## src/rtl/fp_mc_ctrl_pkg.sv

```systemverilog
// Shared encodings and latency lookup for the multi-cycle FP op sequencer.
// The FP op class encodings and FSM states are used by the controller, its counter and the bus interface.
package fp_mc_ctrl_pkg;

  typedef enum logic [1:0] {
    FP_OP_NONE = 2'b00,
    FP_OP_MUL  = 2'b01,
    FP_OP_DIV  = 2'b10,
    FP_OP_SQRT = 2'b11
  } fp_op_e;

  typedef enum logic [1:0] {
    S_IDLE = 2'b00,
    S_BUSY = 2'b01,
    S_DONE = 2'b10
  } fp_state_e;

  // Single-cycle ops report 2 so that (latency - 2) loads a harmless zero.
  function automatic int unsigned op_latency(input fp_op_e op,
                                             input int unsigned mul_lat,
                                             input int unsigned div_lat,
                                             input int unsigned sqrt_lat);
    int unsigned lat;
    case (op)
      FP_OP_MUL:  lat = mul_lat;
      FP_OP_DIV:  lat = div_lat;
      FP_OP_SQRT: lat = sqrt_lat;
      default:    lat = 2;
    endcase
    return lat;
  endfunction

endpackage

```

## src/rtl/fp_mc_ctrl_if.sv

```systemverilog
// Pipeline-side handshake between the Execute/Memory control and the multi-cycle FP sequencer.
// The master modport is the pipeline and the slave modport is the controller.
interface fp_mc_ctrl_if;
  import fp_mc_ctrl_pkg::*;

  logic   FpValidE;
  fp_op_e FpOpE;
  logic   FlushE;
  logic   MemStall;

  logic   FpStart;
  logic   FpAbort;
  fp_op_e FpOpSel;
  logic   StallF;
  logic   StallD;
  logic   StallE;
  logic   BubbleM;
  logic   FpResultValid;
  logic   FpBusy;

  modport master (
    output FpValidE, FpOpE, FlushE, MemStall,
    input  FpStart, FpAbort, FpOpSel, StallF, StallD, StallE,
           BubbleM, FpResultValid, FpBusy
  );

  modport slave (
    input  FpValidE, FpOpE, FlushE, MemStall,
    output FpStart, FpAbort, FpOpSel, StallF, StallD, StallE,
           BubbleM, FpResultValid, FpBusy
  );
endinterface

```

## src/rtl/mc_lat_counter.sv

```systemverilog
// Latency counter for the in-flight FP op: loads LAT-2 on accept, counts down to zero, never wraps.
module mc_lat_counter
  import fp_mc_ctrl_pkg::*;
#(
  parameter int unsigned MUL_LAT  = 3,
  parameter int unsigned DIV_LAT  = 16,
  parameter int unsigned SQRT_LAT = 16,
  parameter int unsigned CNT_W    = 5
) (
  input  logic   clk,
  input  logic   reset,
  input  logic   load,
  input  fp_op_e load_op,
  input  logic   dec,
  input  logic   clr,
  output logic   zero
);

  logic [CNT_W-1:0] cnt_q;
  logic [CNT_W-1:0] cnt_d;
  logic [CNT_W-1:0] load_val;

  // The accept cycle and the DONE cycle are outside the count, hence LAT-2.
  always_comb load_val = CNT_W'(op_latency(load_op, MUL_LAT, DIV_LAT, SQRT_LAT) - 2);

  always_comb begin
    cnt_d = cnt_q;
    if (clr) begin
      cnt_d = '0;
    end else if (load) begin
      cnt_d = load_val;
    end else if (dec && (cnt_q != '0)) begin
      cnt_d = cnt_q - CNT_W'(1);
    end
  end

  always_ff @(posedge clk or negedge reset) begin
    if (!reset) begin
      cnt_q <= '0;
    end else begin
      cnt_q <= cnt_d;
    end
  end

  assign zero = (cnt_q == '0);

endmodule

```

## src/rtl/fp_mc_ctrl.sv

```systemverilog
// Multi-cycle FMUL/FDIV/FSQRT sequencer: holds F/D/E, bubbles M, and releases the op exactly when its result is ready.
module fp_mc_ctrl
  import fp_mc_ctrl_pkg::*;
#(
  parameter int unsigned MUL_LAT  = 3,
  parameter int unsigned DIV_LAT  = 16,
  parameter int unsigned SQRT_LAT = 16,
  parameter int unsigned CNT_W    = 5
) (
  input  logic         clk,
  input  logic         reset,
  fp_mc_ctrl_if.slave  bus
);

  fp_state_e state_q;
  fp_state_e state_d;
  fp_op_e    op_sel_q;
  fp_op_e    op_sel_d;

  logic accept;
  logic cnt_zero;
  logic cnt_load;
  logic cnt_dec;
  logic cnt_clr;
  logic start;
  logic abort;
  logic stall;
  logic bubble;
  logic valid;

  assign accept = (state_q == S_IDLE) && bus.FpValidE &&
                  (bus.FpOpE != FP_OP_NONE) && !bus.FlushE;

  mc_lat_counter #(
    .MUL_LAT  (MUL_LAT),
    .DIV_LAT  (DIV_LAT),
    .SQRT_LAT (SQRT_LAT),
    .CNT_W    (CNT_W)
  ) u_lat_counter (
    .clk     (clk),
    .reset   (reset),
    .load    (cnt_load),
    .load_op (bus.FpOpE),
    .dec     (cnt_dec),
    .clr     (cnt_clr),
    .zero    (cnt_zero)
  );

  always_comb begin
    state_d  = state_q;
    op_sel_d = op_sel_q;
    start    = 1'b0;
    abort    = 1'b0;
    stall    = 1'b0;
    bubble   = 1'b0;
    valid    = 1'b0;
    cnt_load = 1'b0;
    cnt_dec  = 1'b0;
    cnt_clr  = 1'b0;
    case (state_q)
      S_IDLE: begin
        if (accept) begin
          start    = 1'b1;
          stall    = 1'b1;
          bubble   = 1'b1;
          cnt_load = 1'b1;
          op_sel_d = bus.FpOpE;
          state_d  = S_BUSY;
        end
      end
      S_BUSY: begin
        if (bus.FlushE) begin
          abort    = 1'b1;
          cnt_clr  = 1'b1;
          op_sel_d = FP_OP_NONE;
          state_d  = S_IDLE;
        end else begin
          stall  = 1'b1;
          bubble = 1'b1;
          if (cnt_zero) begin
            state_d = S_DONE;
          end else begin
            cnt_dec = 1'b1;
          end
        end
      end
      S_DONE: begin
        if (bus.FlushE) begin
          abort    = 1'b1;
          cnt_clr  = 1'b1;
          op_sel_d = FP_OP_NONE;
          state_d  = S_IDLE;
        end else begin
          // Result stays valid while Memory is stalled; the hazard unit holds the M register.
          valid = 1'b1;
          if (bus.MemStall) begin
            stall = 1'b1;
          end else begin
            state_d = S_IDLE;
          end
        end
      end
      default: begin
        state_d = S_IDLE;
      end
    endcase
  end

  always_ff @(posedge clk or negedge reset) begin
    if (!reset) begin
      state_q  <= S_IDLE;
      op_sel_q <= FP_OP_NONE;
    end else begin
      state_q  <= state_d;
      op_sel_q <= op_sel_d;
    end
  end

  // Combinational outputs are forced low while reset is held, even if Execute presents an op.
  assign bus.FpStart       = reset & start;
  assign bus.FpAbort       = reset & abort;
  assign bus.StallF        = reset & stall;
  assign bus.StallD        = reset & stall;
  assign bus.StallE        = reset & stall;
  assign bus.BubbleM       = reset & bubble;
  assign bus.FpResultValid = reset & valid;
  assign bus.FpOpSel       = op_sel_q;
  assign bus.FpBusy        = (state_q != S_IDLE);

endmodule

```

## src/flat_wrapper.sv

```systemverilog
// flat-port wrapper written by rule: the top's interface ports become plain ports
module fp_mc_ctrl_flat import fp_mc_ctrl_pkg::*;
#(
  parameter int unsigned MUL_LAT  = 3,
  parameter int unsigned DIV_LAT  = 16,
  parameter int unsigned SQRT_LAT = 16,
  parameter int unsigned CNT_W    = 5
)
  (clk, reset, bus_FpValidE, bus_FpOpE, bus_FlushE, bus_MemStall, bus_FpStart, bus_FpAbort, bus_FpOpSel, bus_StallF, bus_StallD, bus_StallE, bus_BubbleM, bus_FpResultValid, bus_FpBusy);
  fp_mc_ctrl_if bus_i ();
  input  logic clk;
  input  logic reset;
  input wire logic [$bits(bus_i.FpValidE)-1:0] bus_FpValidE;
  input wire logic [$bits(bus_i.FpOpE)-1:0] bus_FpOpE;
  input wire logic [$bits(bus_i.FlushE)-1:0] bus_FlushE;
  input wire logic [$bits(bus_i.MemStall)-1:0] bus_MemStall;
  output wire logic [$bits(bus_i.FpStart)-1:0] bus_FpStart;
  output wire logic [$bits(bus_i.FpAbort)-1:0] bus_FpAbort;
  output wire logic [$bits(bus_i.FpOpSel)-1:0] bus_FpOpSel;
  output wire logic [$bits(bus_i.StallF)-1:0] bus_StallF;
  output wire logic [$bits(bus_i.StallD)-1:0] bus_StallD;
  output wire logic [$bits(bus_i.StallE)-1:0] bus_StallE;
  output wire logic [$bits(bus_i.BubbleM)-1:0] bus_BubbleM;
  output wire logic [$bits(bus_i.FpResultValid)-1:0] bus_FpResultValid;
  output wire logic [$bits(bus_i.FpBusy)-1:0] bus_FpBusy;
  assign bus_i.FpValidE = bus_FpValidE;
  assign bus_i.FpOpE = bus_FpOpE;
  assign bus_i.FlushE = bus_FlushE;
  assign bus_i.MemStall = bus_MemStall;
  assign bus_FpStart = bus_i.FpStart;
  assign bus_FpAbort = bus_i.FpAbort;
  assign bus_FpOpSel = bus_i.FpOpSel;
  assign bus_StallF = bus_i.StallF;
  assign bus_StallD = bus_i.StallD;
  assign bus_StallE = bus_i.StallE;
  assign bus_BubbleM = bus_i.BubbleM;
  assign bus_FpResultValid = bus_i.FpResultValid;
  assign bus_FpBusy = bus_i.FpBusy;
  fp_mc_ctrl #(.MUL_LAT(MUL_LAT), .DIV_LAT(DIV_LAT), .SQRT_LAT(SQRT_LAT), .CNT_W(CNT_W)) u_core (.clk(clk), .reset(reset), .bus(bus_i));
endmodule
```

## config.mk

```make
export PLATFORM = sky130hd
export DESIGN_NAME = fp_mc_ctrl_flat
export DESIGN_NICKNAME = d
export VERILOG_FILES = /design/src/rtl/fp_mc_ctrl_pkg.sv /design/src/rtl/fp_mc_ctrl_if.sv /design/src/rtl/mc_lat_counter.sv /design/src/rtl/fp_mc_ctrl.sv /design/src/flat_wrapper.sv
export SDC_FILE = /design/constraint.sdc
export NUM_CORES = 1
export LEC_CHECK = 0
export ABC_AREA = 1
export ABC_CLOCK_PERIOD_IN_PS = 1950
export CORE_MARGIN = 5
export CORE_UTILIZATION = 50
export CTS_BUF_LIST = sky130_fd_sc_hd__clkbuf_4
export DETAILED_ROUTE_END_ITERATION = 10
export GPL_ROUTABILITY_DRIVEN = 0
export HOLD_SLACK_MARGIN = 0.15
export PLACE_DENSITY = 0.83
export SLEW_MARGIN = 20
export SYNTH_ARGS = -nofsm -noshare
export SYNTH_HDL_FRONTEND = slang
export SYNTH_HIERARCHICAL = 1
export SYNTH_SLANG_ARGS = --single-unit
```

## constraint.sdc

```tcl
create_clock -name clk -period 1.95 [get_ports clk]
set_input_delay 0.585 -clock clk [delete_from_list [all_inputs] [get_ports clk]]
set_output_delay 0.585 -clock clk [all_outputs]
set_load 0.005 [all_outputs]
```

After elaboration in Yosys (flattened, before gate mapping)
Index checks and enable logic that the tools add are counted.
- bits in registers: 9
- output and inout bits: 10
- word-level logic and storage cells: 61
- add/sub/neg operators: 2
- equal/unequal tests: 9
- mux-type cells: 26
- bitwise logic cells: 5
- reduce and logical (&&, ||, !) cells: 16
- operators by type and width (operator ; number):
    $mux 5 ; 3
    $mux 2 ; 7
    $mux 1 ; 11
    $pmux 5 s2 ; 1
    $eq 2x2->1 const B ; 3
    $pmux 2 s3 ; 1
    $reduce_and 3->1 ; 2
    $reduce_bool 2->1 ; 3
    $and 1x1->1 ; 5
    $logic_not 5->1 ; 1
    $reduce_bool 5->1 ; 1
    $sub 5x1->5 const B ; 1
    $sub 5x2->5 const B ; 1
    $eq 2x1->1 const B ; 2
    $logic_and 1x1->1 ; 4
    $ne 2x1->1 const B ; 2
    $pmux 2 s2 ; 1
    $reduce_or 2->1 ; 2
    $ne 3x2->1 const B ; 1
    $ne 3x3->1 const B ; 1
    $pmux 1 s3 ; 1
    $reduce_bool 3->1 ; 1
    $logic_not 2->1 ; 1
    $pmux 1 s2 ; 1
    $logic_not 1->1 ; 1

Logic depth before layout (Yosys ltp)
- depth after elaboration: 8
- gate-level depth with buffers: 12
- gate-level depth less buffers: 12

Modules after synthesis
The synthesis kept the hierarchy.
- modules (own cells, without submodules) (module ; instances ; cells an instance ; area an instance (µm²) ; sequential area each (µm²)):
    fp_mc_ctrl ; 1 ; 58 ; 386.6 ; 100.1
    mc_lat_counter ; 1 ; 45 ; 335.3 ; 125.1

Worst setup path before layout
Ideal clock, no wire load.
- kind: flip-flop to output port
- start point: register u_core.state_q[0]
- end point: output bus_StallE
- arrival time: 1.306 ns
- data required time: 1.365 ns
- path slack: 0.059 ns
- cell stages (with the launch flop): 8
- path buffers: 1
- path through: dfrtp_1 inv_1 ha_1 nand2_1 nor2_2 nand2_2 a31oi_1 buf_4
- word-level cells in the longest chain between the ends: 7
- elaborated cells on any way between the ends: 9
- those cells by class: eq/ne: 2; mux: 2; bitwise: 1; reduce/logical: 4
- RTL lines (item ; line ; RTL):
    from (decl) ; fp_mc_ctrl.sv:15 ; fp_state_e state_q;
    from (signal assigned) ; fp_mc_ctrl.sv:114 ; state_q <= state_d;
    $logic_not 2->1 ; fp_mc_ctrl.sv:31, fp_mc_ctrl.sv:60 ;
    $logic_and 1x1->1 (2 in series) ; fp_mc_ctrl.sv:31 ; assign accept = (state_q == S_IDLE) && bus.FpValidE &&
    $logic_and 1x1->1 ; fp_mc_ctrl.sv:32 ; (bus.FpOpE != FP_OP_NONE) && !bus.FlushE;
    $mux 1 ; fp_mc_ctrl.sv:62 ; if (accept) begin
    $pmux 1 s3 * ; fp_mc_ctrl.sv:60 ; case (state_q)
    $and 1x1->1 * ; -- ;
    to (decl) ; flat_wrapper.sv:22 ; output wire logic [$bits(bus_i.StallE)-1:0] bus_StallE;
Mark *: on every way between the ends. The rest lies on a longest branch, timed or not.

Worst setup path in the final report
- start point: register u_core.state_q[1]
- end point: output bus_StallD
- word-level cells in the longest chain between the ends: 7
- elaborated cells on any way between the ends: 9
- those cells by class: eq/ne: 2; mux: 2; bitwise: 1; reduce/logical: 4
- RTL lines (item ; line ; RTL):
    $logic_not 2->1 ; fp_mc_ctrl.sv:31, fp_mc_ctrl.sv:60 ;
    $logic_and 1x1->1 (2 in series) ; fp_mc_ctrl.sv:31 ;
    $logic_and 1x1->1 ; fp_mc_ctrl.sv:32 ;
    $mux 1 ; fp_mc_ctrl.sv:62 ;
    $pmux 1 s3 * ; fp_mc_ctrl.sv:60 ;
    $and 1x1->1 * ; fp_mc_ctrl.sv:123 ; assign bus.StallD = reset & stall;
    to (decl) ; flat_wrapper.sv:21 ; output wire logic [$bits(bus_i.StallD)-1:0] bus_StallD;
Marks and branches as above.

==> reports/results.ini <==
[outcome]
outcome=finished, violations left
violations=setup timing

[clock_tree]
clk_pin_slew_worst_paths_ns=0.05
cts_root_buf=clkbuf_4
cts.sinks=9
cts_made_buffers=3
cts_tree=done
clockBufferDepth=2
clk_latency_ns=0.25
cts_hold_buffers=0
h-tree-depth=1

[timing]
worstMarginPinSlew_ns=0.284
finClkSkew_ns=0.00350
fin_crit_sh_pct=107
worst_slack_ns=-0.139
max_freq_mhz=479
maxSlewHeadroom_pct=81.1
fin_crit_ns=2.09
hold_viol=0
rsz0062_at_grt=yes
maxSlewViolCount=0
final-setup-viol-count=5

[yosys]
ys_types=20
synth_edf_count=0
yosysTopAreaCell=dfrtp_1
synth_ff_type=dfrtp_1
ys_warn_count=6
ys_ff_latch=9
synth.net_count=116
yosys.cell_count.top_type=nand2_1
async_flop_share_pct=100
syn-cell-area_sq_um=722
synth_area_leaders=dfrtp_1 (31%), nand2_1 (14%), ha_1 (10%), inv_1 (10%), nand3_1 (10%)
synth_common_cells=nand2_1 (26), inv_1 (20), nand3_1 (15)
synth_top_area_share_pct=31.2
syn_area_per_cell_sq_um=7.01
syn_inst=103
seq_area_frac_synth_pct=31.2

[die]
fp.dieH_um=48
start_util_pct=54.1
io_pins=17
dieArea_sq_mm=0.00230
fp.dieW_um=48
core-area_sq_mm=0.00133
rows=13

[global_routing]
grt_pass1_wl_um=3710
grt_overflow_total=0
track_usage_pct=24.2
grt_pass1_vias=819
grt_antenna_before_repair=0
grt_max_degree=10

[drt]
drt_iter0_drc=24
antenna_left=0
drc=0
firstDrtPassIters=4
drt-total-wl_um=2520
vias=867
routed_via_density=5.29
post_drt_wl_per_cell_um=15.4

[critical_path]
end_kind=output port
worst_ep_arrival_time_ns=1.50
cp_max_fo=3
crit_path_start_kind=flip-flop
crit_type=flip-flop to output port
cp_num_buf_inv=2
crit_chain=buf_4 -> ha_4 -> or2_4 -> a31oi_4 -> buf_2
crit_family=flip-flops
slowest_delay_ns=0.39
cp_slowest_cell=dfrtp_1
required_ns=1.36

[placed_design]
io_buffers=16
dp_hpwl_um=1410
dp_cells=151
pre_cts_ws_ns=-0.876

[finish]
fillers=61
fin_util_pct=89.7
drive_above_1_share_pct=47.0
diodes=0
final_cells=164
syn_to_final_growth_pct=65.7
final-seq-area_sq_um=225
multiInputGateArea_sq_um=500
fin_nets=163

[run]
cap_violations=0

[pwr]
power_frac_clock_pct=7.7
p_switching_w=0.000897
ir_drop_mv=1.14
powerDensity_mw_per_mm2=1610
p_leak_nw=0.675
power_frac_seq_pct=17.1
switching_share_pct=46.5
power_frac_comb_pct=75.2
power.total_w=0.00193
p_int_w=0.00103

[min_path]
hold_path.class=input port to asynchronous set/reset pin

==> power by group through the flow <==
stage | sequential (W) | combinational [W] | clock, W
final | 0.000329 | 0.00145 | 0.000148
after global routing | 0.000337 | 0.00158 | 0.000162
after CTS | 0.000323 | 0.00127 | 0.000155
after detailed placement | 0.000329 | 0.00112 | 0
after global placement | 0.000325 | 0.00109 | 0
after floorplan | 0.000323 | 0.000677 | 0
==> worst reg2reg max path: stages, from the launching register on <==
cell and delay [ns]:
dfrtp_1 0.40, inv_2 0.11, ha_4 0.15, nand2_2 0.05
nor2_2 0.09, nand2_2 0.11, buf_6 0.14, buf_4 0.12
buf_4 0.13, inv_2 0.06, inv_2 0.04, nand2_2 0.06
inv_2 0.06, nand2_4 0.09, nand3_1 0.10, nand2_1 0.09
==> cell type report <==
type                       instances  area share (%)
multi-input combinational         70            41.8
inverter                          22            6.90
sequential                         9            18.8
timing repair buffer              44            28.3
tap                               15            1.57
clock buffer                       4            2.51
==> state kept, by name, summed over array words and instances, names as in the netlist <==
name                        cells
u_core/bus.FpOpSel              2
u_core/u_lat_counter/cnt_q      5
u_core/state_q                  2
==> worst paths after layout <==
check / start / end / slack (ns) / cells after the start
max in group asynchronous: reset / u_core/u_lat_counter/cnt_q[1] / 1.40 / 2
worst min register to register: u_core/bus.FpOpSel[0] / u_core/bus.FpOpSel[0] / 0.48 / 2
worst max-delay path: u_core/state_q[1] / bus_StallD / -0.14 / 5
worst max register to register: u_core/state_q[0] / u_core/u_lat_counter/cnt_q[2] / 0.08 / 15
worst min-delay path: reset / u_core/bus.FpOpSel[0] / 0.42 / 2
min in group clk: u_core/bus.FpOpSel[0] / u_core/bus.FpOpSel[0] / 0.48 / 2
==> through the flow <==
step | setup TNS [ns] | hold WS, ns | instance area, sq um
after global routing | -0.928 | 0.409 | 1200
after detailed placement | -5.83 | 0.469 | 1030
after floorplan | 0 | 0.289 | 722
final | -0.560 | 0.422 | 1200
after global placement | -5.02 | 0.460 | 1030
after CTS | -0.524 | 0.389 | 1140
==> cells in the final DEF, fill, tap and decap left out, types with 2 or more instances in the layout <==
master	netlist	final
dfrtp_1	9	9
nand2_1	26	22
inv_1	20	15
nand2_2	2	5
nor2_2	2	2
buf_2	0	5
buf_6	0	3
clkbuf_4	0	4
clkbuf_2	0	3
buf_4	2	25
nor2_1	7	6
ha_4	0	3
clkdlybuf4s50_1	0	2
nand3_2	1	2
inv_2	2	7
ha_1	6	2
nand3_1	15	13
nand2_4	2	3
dlygate4sd2_1	0	4
==> what timing repair did <==
action	in CTS	in global routing
hold endpoints to repair	0	0
setup endpoints to repair	8	13
resized for setup	48	17
setup buffers	7	2
pin swaps	8	13
==> kinds of logic (layout without fill, tap and decap cells) <==
logic type | after synthesis | count (layout) | share of synthesized area, %
AO/OA/AOI/OAI | 6 | 6 | 6.41
flip-flops | 9 | 9 | 31.2
XOR/XNOR | 1 | 1 | 1.21
adder cells (fa/ha/maj) | 6 | 6 | 10.4
buffers and inverters | 24 | 70 | 13.5
AND/OR/NAND/NOR | 57 | 57 | 37.3
==> per-layer routing <==
layer | wire length [um] | track usage (%) | vias to the layer above | part of all wire (%)
li1 | - | - | 405 | -
met2 | 1320 | 43.5 | 48 | 52
met4 | 64 | 11.8 | 0 | 2.5
met3 | 176 | 4.14 | 10 | 7.0
met5 | 0 | 0 | - | 0
met1 | 964 | 27.2 | 404 | 38
(Power assumes the default switching activity.)
